**config.mk**
```make
export PLATFORM = sky130hd
export DESIGN_NAME = div
export DESIGN_NICKNAME = d
export VERILOG_FILES = /design/src/rtl/div.sv
export SDC_FILE = /design/constraint.sdc
export NUM_CORES = 1
export LEC_CHECK = 0
export BUFFER_PORTS_ARGS = -buffer_cell sky130_fd_sc_hd__buf_2
export CAP_MARGIN = 10
export CORE_UTILIZATION = 46
export CTS_CLUSTER_SIZE = 8
export DETAILED_ROUTE_END_ITERATION = 7
export GPL_ROUTABILITY_DRIVEN = 0
export MAX_ROUTING_LAYER = met4
export PLACE_DENSITY_LB_ADDON = 0.12
export SYNTH_ARGS = -nofsm -noshare
export SYNTH_HDL_FRONTEND = slang
export SYNTH_SLANG_ARGS = --single-unit
export TNS_END_PERCENT = 1
```
**constraint.sdc**
```tcl
create_clock -name clk -period 12.9 [get_ports clk]
set_input_delay 0 -clock clk [delete_from_list [all_inputs] [get_ports clk]]
set_output_delay 0 -clock clk [all_outputs]
set_load 0.02 [all_outputs]
```
**src/rtl/div.sv**
```systemverilog
// Multi-cycle 32-bit restoring divider for DIV/DIVU.
// Result is {remainder, quotient}; ready holds until start drops.
module div (
  input  logic        clk,
  input  logic        rst,
  input  logic        div_start_i,
  input  logic        div_annul_i,
  input  logic        div_signed_i,
  input  logic [31:0] div_oprd1_i,
  input  logic [31:0] div_oprd2_i,
  output logic [63:0] div_result_o,
  output logic        div_ready_o
);

  localparam logic [1:0] ST_FREE    = 2'b00;
  localparam logic [1:0] ST_DIVZERO = 2'b01;
  localparam logic [1:0] ST_ON      = 2'b10;
  localparam logic [1:0] ST_END     = 2'b11;

  logic [1:0]  state;
  logic [4:0]  cnt;
  logic [64:0] w;
  logic [31:0] dvsr;
  logic        neg_q;
  logic        neg_r;

  logic [31:0] a_mag;
  logic [31:0] b_mag;
  logic [33:0] trial;
  logic [31:0] q_fix;
  logic [31:0] r_fix;

  always_comb begin
    a_mag = div_oprd1_i;
    b_mag = div_oprd2_i;
    if (div_signed_i && div_oprd1_i[31])
      a_mag = -div_oprd1_i;
    if (div_signed_i && div_oprd2_i[31])
      b_mag = -div_oprd2_i;
  end

  // Shifted partial remainder minus divisor; bit 33 is the borrow.
  assign trial = w[64:31] - {2'b00, dvsr};

  assign q_fix = neg_q ? -w[31:0]  : w[31:0];
  assign r_fix = neg_r ? -w[63:32] : w[63:32];

  always_ff @(posedge clk or posedge rst) begin
    if (rst) begin
      state        <= ST_FREE;
      cnt          <= 5'd0;
      w            <= 65'd0;
      dvsr         <= 32'd0;
      neg_q        <= 1'b0;
      neg_r        <= 1'b0;
      div_ready_o  <= 1'b0;
      div_result_o <= 64'd0;
    end else begin
      unique case (state)
        ST_FREE: begin
          if (div_start_i && !div_annul_i) begin
            w     <= {33'd0, a_mag};
            dvsr  <= b_mag;
            cnt   <= 5'd0;
            neg_q <= div_signed_i &&
                     (div_oprd1_i[31] ^ div_oprd2_i[31]);
            neg_r <= div_signed_i && div_oprd1_i[31];
            if (div_oprd2_i == 32'd0)
              state <= ST_DIVZERO;
            else
              state <= ST_ON;
          end
        end
        ST_DIVZERO: begin
          w <= 65'd0;
          if (div_annul_i)
            state <= ST_FREE;
          else
            state <= ST_END;
        end
        ST_ON: begin
          if (div_annul_i) begin
            state <= ST_FREE;
            w     <= 65'd0;
            cnt   <= 5'd0;
          end else begin
            if (!trial[33])
              w <= {trial[32:0], w[30:0], 1'b1};
            else
              w <= {w[63:0], 1'b0};
            cnt <= cnt + 5'd1;
            if (cnt == 5'd31)
              state <= ST_END;
          end
        end
        ST_END: begin
          if (div_start_i) begin
            div_ready_o  <= 1'b1;
            div_result_o <= {r_fix, q_fix};
          end else begin
            state        <= ST_FREE;
            cnt          <= 5'd0;
            div_ready_o  <= 1'b0;
            div_result_o <= 64'd0;
          end
        end
        default: state <= ST_FREE;
      endcase
    end
  end

endmodule

```
==> results of run 1 <==
-- cell type report --
class	instances	area, um2	share of cell area [%]
well taps	324	405	3.05
multi-input cells	973	6340	47.7
clock inverters	9	115	0.867
inverters	119	452	3.40
clock buffers	21	470	3.54
repair buffers	191	1220	9.18
flip-flops and latches	171	4280	32.2
-- flip-flops by register name (all words and copies together) (netlist names) --
register,flops
w,65
div_result_o,64
dvsr,32
cnt,5
state,2
div_ready_o,1
neg_q,1
neg_r,1
-- worst reg2reg max path: cells and delay by family, from the launching register on --
kind	cells	cell delay [ns]
adders and majority gates	1	0.59
and+or+nand+nor	3	1.64
AOI/OAI and AO/OA	1	0.19
buffers and inverters	2	0.87
DFF	1	0.38
-- metrics by stage --
step | worst slack (ns) | hold slack, ns | power, mW | cell area (um2) | util, %
2_1_floorplan | 8.27 | 0.134 | 1.60 | 11400 | -
3_3_place_gp | 9.28 | 0.296 | 1.88 | 12200 | 50.4
3_5_place_dp | 9.23 | 0.296 | 1.90 | 12200 | 50.4
4_1_cts | 9.18 | 0.00332 | 2.44 | 13300 | 54.8
5_1_grt | 8.90 | 0.0307 | 2.61 | 13300 | 54.8
6_report | 9.15 | 0.0153 | 2.43 | 13300 | 54.8
-- layout by cell type, fill, tap and decap left out, drive strengths merged, types with 19 or more instances in the layout --
cell,instances
o211ai,43
nand2,169
a21oi,61
nor2,49
o31ai,28
a22oi,19
xor2,91
ha,42
dlygate4sd3,47
o21ai,109
xnor2,55
clkbuf,21
inv,119
o311ai,23
nor3,26
o22ai,64
buf,144
nand3,30
dfrtp,171
-- metal layers --
| layer | GRT usage (%) | vias up |
|---|---|---|
| met5 | - | - |
| met4 | 6.99 | 0 |
| met3 | 2.76 | 34 |
| met2 | 36.7 | 244 |
| met1 | 36.3 | 4748 |
| li1 | - | 5055 |
-- path summary, 6_finish.rpt --
path,cells after the start,to
worst max-delay path,7,w[54]
worst min-delay path,5,w[17]
worst max register to register,7,w[54]
worst min register to register,2,dvsr[16]
max in group asynchronous,4,dvsr[5]
min in group asynchronous,3,div_result_o[60]
-- cell families (layout without fill, tap and decap cells) --
group / count (synthesis) / after routing / synth area share [%]
AOI/OAI and AO/OA: 418 / 418 / 24.3
xor gates and xnor gates: 146 / 146 / 11.2
adders and majority gates: 43 / 43 / 4.80
buffers and inverters: 197 / 340 / 6.75
DFF: 171 / 171 / 37.6
muxes: 4 / 4 / 0.363
and+or+nand+nor: 362 / 362 / 14.8
-- where the power goes --
part	switching [mW]	total (mW)	internal, mW
sequential	0.141	0.816	0.675
clock	0.222	0.521	0.300
combinational	0.694	1.09	0.394
-- what timing repair did --
item                      4_1_cts  5_1_grt
hold endpoints to repair      147        0
hold buffers                   47        0
setup buffers                   0        0
==> results.ini, run 1 <==
[outcome]
status=complete, no violations

[worst_setup_path]
crit_path_start=state[0]
critPathSlowestCell=clkinv_1
worstPathMaxFanout=26
worstPathRequired_ns=13.24
r2r_slack_ns=9.15
worst-path-buf-inv=2
end_kind=flop
path_class=flop to flop
crit_family=simple AND/OR/NAND/NOR gates
arrival_ns=4.09
cp_cell_sequence=inv_1 > ha_1 > clkinv_1 > nor2_2 > nand2_1 > or3_4 > o211ai_1
slowest_delay_ns=0.78
critPathLaunchType=flop
timing.rr.start=state[0]

[synth]
synth.most_common_cell=dfrtp_1
ys_ff_latch=171
yosysSeqAreaShare_pct=37.6
synth_edf_count=0
syn_area_per_cell_um2=8.48
synth_cells=1341
syn_area_um2=11400
ys_types=68
synth_common_cells=171 x dfrtp_1, 169 x nand2_1, 118 x inv_1
synthTopCellsByArea=dfrtp_1 38%, xor2_1 7.0%, nand2_1 5.6%
ys.flop_type=dfrtp_1
ys_warn_count=0
yosys.area.top_type_share_pct=37.6
synthArstFlopShare_pct=100
syn_nets=1453
yosysTopAreaCell=dfrtp_1

[power_and_ir_drop]
ir_worst_vdd_v=0.000160
powerDensity_nw_per_um2=183
p_leak_nw=5.97

[timing]
hold_viol_final=0
slew-limit-headroom_pct=26.0
final.period_utilization_pct=29.1
fin_crit_ns=3.75
timing.fmax_ghz=0.266
setup-tns-final_ns=0
setup-violations-final=0
clock_skew_ns=0.0140
slew_violations=0
rsz0062_at_grt=no
worstMarginPinSlew_ns=1.11

[global_routing]
track_usage_pct=25.0
grt_pass1_wl_um=49600
grt_overflow=0
antenna_found_initial=0
grt_pass1_vias=9566
grt_max_degree=105

[cts]
cts_num_sinks=171
cts_tree=built
post_cts_resized=0
clock_latency_ns=0.44
cts-root-buf=clkbuf_16
cts.htree.levels=4
clk_path_buf_depth=2
cts_buffers=17
clk_pin_slew_worst_paths_ns=0.07

[drt]
vias_per_cell=5.58
dr.pass1.iters=6
wl_um=30100
vias=10100
wl_met1_um=15300
routed-wl-met2_um=13200
final_antenna_net_count=0
drtIter0Drc=594
drc=0
wl_per_cell_um=16.6
dr_wl_met3_um=1210
highest_layer=met4

[final_layout]
layout-drive-gt1-share_pct=13.2
insertedDiodeCount=0
fill_cells=2333
finalNetCount=1585
stdcell_count=1808
area_growth_pct=16.8

[die]
die_h_um=159
core_um2=24200
die_x_um=159
num_rows=57
io_pins=134
die-area_um2=25300
initial_core_util_pct=46.9

[placement]
portBuffers=133
place_inst=1731
place_hpwl_um=21100

[run]
cap_violations=0

[hold_path]
min_from=div_oprd1_i[17]
hp-class=primary input to flop

Note: power is estimated with default switching activity, not from simulation.
==> inputs of run 2 (changes only) <==
Clock period 12.9 ns to 3.6 ns, I/O delays scaled along.
==> run 2 against run 1 <==
- via count grew 0.67%
- combinational power grew to 3.7 times the previous value
- non-clock buffer count rose by 16
- largest cell class unchanged
==> results.ini, run 2 (synthesized netlist as in run 1, its figures left out) <==
[outcome]
status=complete, no violations  ; unchanged

[worst_setup_path]
path_class=flop to flop  ; unchanged
critPathLaunchType=flop  ; unchanged
cp_cell_sequence=inv_1 > ha_1 > inv_1 > fa_1 > a211oi_1 > o211ai_1 > nand4_1 > nand3_1 > a221oi_2 > a31oi_1 > a41o_1 > nand3b_1 > o211ai_1  ; was inv_1 > ha_1 > clkinv_1 > nor2_2 > nand2_1 > or3_4 > o211ai_1
arrival_ns=3.64  ; was 4.09 ns
critPathSlowestCell=fa_1  ; was clkinv_1
end_kind=flop  ; unchanged
slowest_delay_ns=0.43  ; was 0.78 ns
worstPathMaxFanout=4  ; was 26
r2r_cells=13  ; was 7
r2r_slack_ns=0.31  ; was 9.15 ns
worstPathRequired_ns=3.94  ; was 13.24 ns

[cts]
cts-root-buf=clkbuf_16  ; unchanged
cts_num_sinks=171  ; unchanged
cts_tree=built  ; unchanged
post_cts_buffers=0  ; unchanged
clock_latency_ns=0.43  ; was 0.44 ns
cts_buffers=17  ; unchanged
clk_pin_slew_worst_paths_ns=0.06  ; was 0.07 ns
cts.htree.levels=4  ; unchanged
post_cts_resized=0  ; unchanged
clk_path_buf_depth=2  ; unchanged

[drt]
vias=10100  ; about the same
drtIter0Drc=735  ; was 594
final_antenna_net_count=0  ; unchanged
vias_per_cell=5.56  ; was 5.58
dr.pass1.iters=5  ; was 6
wl_per_cell_um=17.0  ; was 16.6 um
drc=0  ; unchanged
wl_um=30900  ; was 30,100 um

[power_and_ir_drop]
powerDensity_nw_per_um2=656  ; was 183 nW/um2
comb_power_share_pct=46.2  ; was 44.9%
power_mw=8.81  ; was 2.43 mW
clockPowerShare_pct=21.2  ; was 21.5%
intPower_mw=4.93  ; was 1.37 mW
switchingPower_mw=3.87  ; was 1.06 mW
ir_worst_vdd_v=0.000398  ; was 0.000160 V
p_seq_share_pct=32.7  ; was 33.6%
swShare_pct=44.0  ; was 43.6%
p_leak_nw=6.06  ; was 5.97 nW

[timing]
setup-tns-final_ns=0  ; unchanged
timing.fmax_ghz=0.304  ; was 0.266 GHz
whs_ns=0.00979  ; was 0.0153 ns
final.period_utilization_pct=91.5  ; was 29.1%
setup-violations-final=0  ; unchanged
fin_crit_ns=3.29  ; was 3.75 ns
clock_skew_ns=0.0100  ; was 0.0140 ns
slew-limit-headroom_pct=30.7  ; was 26.0%
hold_viol_final=0  ; unchanged
slew_violations=0  ; unchanged
worstMarginPinSlew_ns=1.04  ; was 1.11 ns
rsz0062_at_grt=no  ; unchanged

[final_layout]
final_common_cell=dfrtp_1  ; unchanged
registers.top_by_ff_count=w  ; unchanged
insertedDiodeCount=0  ; unchanged
finalNetCount=1601  ; was 1,585
area_growth_pct=18.1  ; was 16.8%
stdcell_area_um2=13400  ; was 13,300 um2
fill_cells=2331  ; was 2,333
final_util_pct=55.4  ; was 54.8%
largest_register_ffs=65  ; unchanged
layout-drive-gt1-share_pct=14.2  ; was 13.2%
largestRegisters=w x65, div_result_o x64, dvsr x32  ; unchanged
layout_common_cells=171 x dfrtp_1, 168 x nand2_1, 133 x buf_2  ; unchanged

[placement]
place_hpwl_um=22000  ; was 21,100 um
portBuffers=133  ; unchanged
placed_area_um2=12400  ; was 12,200 um2

[global_routing]
track_usage_pct=25.5  ; was 25.0%
grt_pass1_wl_um=50300  ; was 49,600 um
antenna_found_initial=0  ; unchanged
grt_overflow=0  ; unchanged
grt_pass1_vias=9629  ; was 9,566
grt_max_degree=87  ; was 105

[die]
num_rows=57  ; unchanged
core_um2=24200  ; unchanged
die_h_um=159  ; unchanged
io_pins=134  ; unchanged
die_x_um=159  ; unchanged
initial_core_util_pct=46.9  ; unchanged
die-area_um2=25300  ; unchanged

[hold_path]
min_delay_path_depth=3  ; was 5
hp-class=primary input to flop  ; unchanged

[run]
cap_violations=0  ; unchanged

[run 2: cell types whose count changed in the layout (fill, tap and decap cells not counted)]
cell | before | now
dlygate4sd3_1 | 47 | 48
clkinv_2 | 0 | 3
clkinv_4 | 1 | 4
clkbuf_8 | 3 | 1
inv_6 | 2 | 3
clkinvlp_4 | 5 | 2
buf_4 | 11 | 24
buf_12 | 0 | 2
clkbuf_1 | 1 | 0
[run 2: area by class of cell]
class / instances / area, um2 / share of cell area [%]
Clock buffer: 18 / 439 / 3.27
Clock inverter: 13 / 144 / 1.07
Inverter: 119 / 450 / 3.36
Multi-Input combinational cell: 973 / 6340 / 47.2
Sequential cell: 171 / 4280 / 31.9
Tap cell: 324 / 405 / 3.02
Timing Repair Buffer: 207 / 1370 / 10.2
[run 2: timing repair]
item / 4_1_cts / 5_1_grt
setup endpoints to repair: 0 / 0
endpoints found under the hold margin: 84 / 0
hold buffers: 48 / 0
[run 2: power by group through the flow]
stage	logic [mW]	registers, mW	clock network [mW]
after floorplan	2.80	2.93	0
after global placement	3.96	2.88	0
after detailed placement	4.00	2.91	0
after CTS	4.06	2.87	1.91
after global routing	4.51	2.95	1.97
final	4.06	2.88	1.87
[run 2: critical path, delay by kind of cell, from the launching register on]
family,cells,cell delay [ns]
flip-flops,1,0.40
adder cells (fa/ha/maj),2,0.60
AND/OR/NAND/NOR,3,0.48
buffers and inverters,2,0.16
AO/OA/AOI/OAI,6,1.57
[run 2: stage by stage]
| stage | std cells | worst slack [ns] |
|---|---|---|
| floorplan | 1341 | 0.738 |
| finish | 1825 | 0.307 |
| global placement | 1746 | 0.420 |
| global route | 1825 | 0.0748 |
| detailed placement | 1746 | 0.348 |
| CTS | 1825 | 0.340 |
[run 2: final timing paths]
| path | start | end |
|---|---|---|
| min in group asynchronous | rst | div_result_o[15] |
| max in group asynchronous | rst | div_result_o[21] |
| worst min-delay path | div_oprd1_i[31] | w[31] |
| worst max-delay path | w[31] | w[64] |
| worst max register to register | w[31] | w[64] |
| worst min register to register | cnt[4] | cnt[4] |
[run 2: routing by layer]
| metal | share of wire, % | GRT usage [%] |
|---|---|---|
| met5 | 0 | - |
| met4 | 1.6 | 7.21 |
| met3 | 4.0 | 2.58 |
| met2 | 45 | 38.4 |
| met1 | 50 | 36.4 |
==> inputs of run 3 (changes only) <==
Settings changed: ABC_AREA from default to 1.
==> run 3 against run 2 <==
- sequential cell count did not move
- utilization fell by 0.54 points
- register-to-register slack improved by 0.23 ns
- final cell count rose by 40%
- critical path type unchanged
- highest routed layer unchanged
==> results.ini, run 3 <==
[final_layout]
layout_common_cells=566 x nand2_1, 246 x inv_1, 219 x nand3_1  ; was 171 x dfrtp_1, 168 x nand2_1, 133 x buf_2
final_util_pct=54.8  ; was 55.4%
finalNetCount=2275  ; was 1,601
largestRegisters=w x65, div_result_o x64, dvsr x32  ; unchanged
insertedDiodeCount=0  ; unchanged
layout-drive-gt1-share_pct=12.2  ; was 14.2%
stdcell_area_um2=15300  ; was 13,400 um2
multi_input_area_um2=7610  ; was 6340 um2
final_common_cell=nand2_1  ; was dfrtp_1
fill_cells=2790  ; was 2,331
registers.top_by_ff_count=w  ; unchanged
largest_register_ffs=65  ; unchanged
seq_area_um2=4280  ; unchanged
area_growth_pct=16.5  ; was 18.1%

[global_routing]
antenna_found_initial=0  ; unchanged
grt_pass1_wl_um=64800  ; was 50,300 um
grt_overflow=0  ; unchanged
track_usage_pct=29.1  ; was 25.5%
grt_max_degree=82  ; was 87
grt_pass1_vias=12200  ; was 9,629

[worst_setup_path]
critPathSlowestCell=buf_4  ; was fa_1
worstPathRequired_ns=3.93  ; was 3.94 ns
arrival_ns=3.40  ; was 3.64 ns
path_common_cell=inv_1
crit_family=buffers and inverters  ; was compound AO/OA/AOI/OAI gates
path_class=flop to flop  ; unchanged
cp_cell_sequence=inv_1 > ha_1 > inv_1 > a21oi_1 > nor2_2 > inv_2 > buf_4 > nor2_1 > nand3_1 > dlygate4sd3_1 > nand2_1  ; was inv_1 > ha_1 > inv_1 > fa_1 > a211oi_1 > o211ai_1 > nand4_1 > nand3_1 > a221oi_2 > a31oi_1 > a41o_1 > nand3b_1 > o211ai_1
slowest_delay_ns=0.66  ; was 0.43 ns
end_kind=flop  ; unchanged
critPathLaunchType=flop  ; unchanged
worstPathMaxFanout=81  ; was 4
worst-path-buf-inv=5  ; was 2

[drt]
wl_um=40400  ; was 30,900 um
dr.pass1.iters=5  ; unchanged
drc=0  ; unchanged
vias=13700  ; was 10,100
wl_per_cell_um=15.8  ; was 17.0 um
drtIter0Drc=1293  ; was 735
final_antenna_net_count=0  ; unchanged
vias_per_cell=5.37  ; was 5.56

[synth]
syn_area_per_cell_um2=6.57  ; was 8.48 um2
synth.most_common_cell=nand2_1  ; was dfrtp_1
synth_cells=2002  ; was 1,341
synth_edf_count=0  ; unchanged
yosysSeqAreaShare_pct=32.5  ; was 37.6%
ys.flop_type=dfrtp_1  ; unchanged
yosysTopAreaCell=dfrtp_1  ; unchanged
yosys.area.top_type_share_pct=32.5  ; was 37.6%
ys_types=44  ; was 68
syn_nets=2114  ; was 1,453
syn_area_um2=13200  ; was 11,400 um2
synthArstFlopShare_pct=100  ; unchanged
synthTopCellsByArea=dfrtp_1 33%, nand2_1 16%, nand3_1 8.3%  ; was dfrtp_1 38%, xor2_1 7.0%, nand2_1 5.6%
synth_common_cells=566 x nand2_1, 247 x inv_1, 219 x nand3_1  ; was 171 x dfrtp_1, 169 x nand2_1, 118 x inv_1
ys_warn_count=0  ; unchanged
ys_ff_latch=171  ; unchanged

[placement]
placed_area_um2=14100  ; was 12,400 um2
portBuffers=133  ; unchanged
place_hpwl_um=31000  ; was 22,000 um

[cts]
cts_num_sinks=171  ; unchanged
clock_latency_ns=0.44  ; was 0.43 ns
cts_buffers=17  ; unchanged
cts-root-buf=clkbuf_16  ; unchanged
clk_path_buf_depth=2  ; unchanged
cts_tree=built  ; unchanged
cts.htree.levels=4  ; unchanged
clk_pin_slew_worst_paths_ns=0.08  ; was 0.06 ns
post_cts_resized=0  ; unchanged

[timing]
slew_violations=0  ; unchanged
setup-tns-final_ns=0  ; unchanged
final.period_utilization_pct=85.2  ; was 91.5%
clock_skew_ns=0.0133  ; was 0.0100 ns
timing.fmax_ghz=0.326  ; was 0.304 GHz
slew-limit-headroom_pct=30.3  ; was 30.7%
setup-violations-final=0  ; unchanged
hold_viol_final=0  ; unchanged
worstMarginPinSlew_ns=1.04  ; about the same
fin_crit_ns=3.07  ; was 3.29 ns
rsz0062_at_grt=no  ; unchanged

[hold_path]
hp-class=primary input to flop  ; unchanged

[power_and_ir_drop]
p_leak_nw=8.13  ; was 6.06 nW
ir_worst_vdd_v=0.000427  ; was 0.000398 V
powerDensity_nw_per_um2=633  ; was 656 nW/um2

[die]
die_x_um=171  ; was 159 um
core_um2=27900  ; was 24,200 um2
die-area_um2=29300  ; was 25,300 um2
initial_core_util_pct=47.1  ; was 46.9%
io_pins=134  ; unchanged
die_h_um=171  ; was 159 um
num_rows=61  ; was 57

[run]
cap_violations=0  ; unchanged

[outcome]
status=complete, no violations  ; unchanged

==> run 3: changes by cell type in the layout (fill, tap and decap cells not counted), sizes merged, moves of 23 or more <==
cell / before / now
o31ai: 28 / 4
o21ai: 109 / 138
nand3: 30 / 223
a21oi: 61 / 111
xnor2: 55 / 16
nand2: 169 / 601
o211ai: 43 / 3
inv: 120 / 264
o311ai: 23 / 0
o22ai: 64 / 1
xor2: 91 / 28
nor2: 49 / 191
==> run 3: worst register-to-register path: cells and delay by family (launching register included) <==
kind,cells,cell delay (ns)
AO/OA/AOI/OAI,1,0.22
adder cells (fa/ha/maj),1,0.20
buffers and inverters,5,1.51
flip-flops,1,0.41
AND/OR/NAND/NOR,4,0.63
==> run 3: power breakdown <==
group,switching [mW],internal [mW],leakage (nW)
Combinational,3.30,1.46,5.59
Clock,0.964,1.01,0.297
Sequential,0.466,2.49,2.24
==> run 3: final timing paths <==
path	endpoint	cells after the start	slack (ns)	from
hold reg to reg	div_result_o[57]	2	0.47	div_result_o[57]
max in group asynchronous	dvsr[31]	5	2.09	rst
min in group asynchronous	div_result_o[40]	4	0.57	rst
setup / recovery	w[31]	11	0.53	state[1]
setup reg to reg	w[31]	11	0.53	state[1]
hold / removal	dvsr[2]	4	0.008	div_oprd2_i[2]
==> run 3: timing repair <==
| item | in CTS | in global routing |
|---|---|---|
| hold buffers | 56 | 0 |
| buffers inserted | 0 | 0 |
| hold endpoints to repair | 225 | 0 |
==> run 3: cell type report <==
type | instances | share of cell area [%]
timing repair buffer | 206 | 8.92
clock inverter | 15 | 1.27
multi-input combinational | 1510 | 49.7
sequential | 171 | 27.9
inverter | 257 | 6.32
tap | 378 | 3.09
clock buffer | 17 | 2.78
==> run 3: logic make-up (layout without fill, tap and decap cells) <==
logic type      count (synthesis)  after routing  share of synthesized area [%]
xor+xnor                       44             44                           2.93
fa+ha+maj                      43             43                           4.15
buf+inv                       321            495                           9.65
compound gates                309            309                           13.3
flops                         171            171                           32.5
simple gates                 1114           1114                           37.5
==> run 3: through the flow <==
| step | hold slack, ns | setup slack [ns] | instances | power (mW) |
|---|---|---|---|---|
| floorplan | 0.138 | 1.42 | 2002 | 6.18 |
| global placement | -0.0873 | 0.877 | 2466 | 7.52 |
| detailed placement | -0.0926 | 0.859 | 2466 | 7.59 |
| CTS | 0.00197 | 0.584 | 2554 | 9.63 |
| global route | 0.0342 | 0.249 | 2554 | 10.4 |
| finish | 0.00826 | 0.533 | 2554 | 9.69 |
==> run 3: routing by layer <==
metal / track usage [%] / part of all wire (%) / vias up
met4: 7.18 / 1.7 / 0
li1: - / - / 6846
met1: 45.7 / 51 / 6242
met2: 38.0 / 39 / 561
met5: - / 0 / -
met3: 3.93 / 8.1 / 54
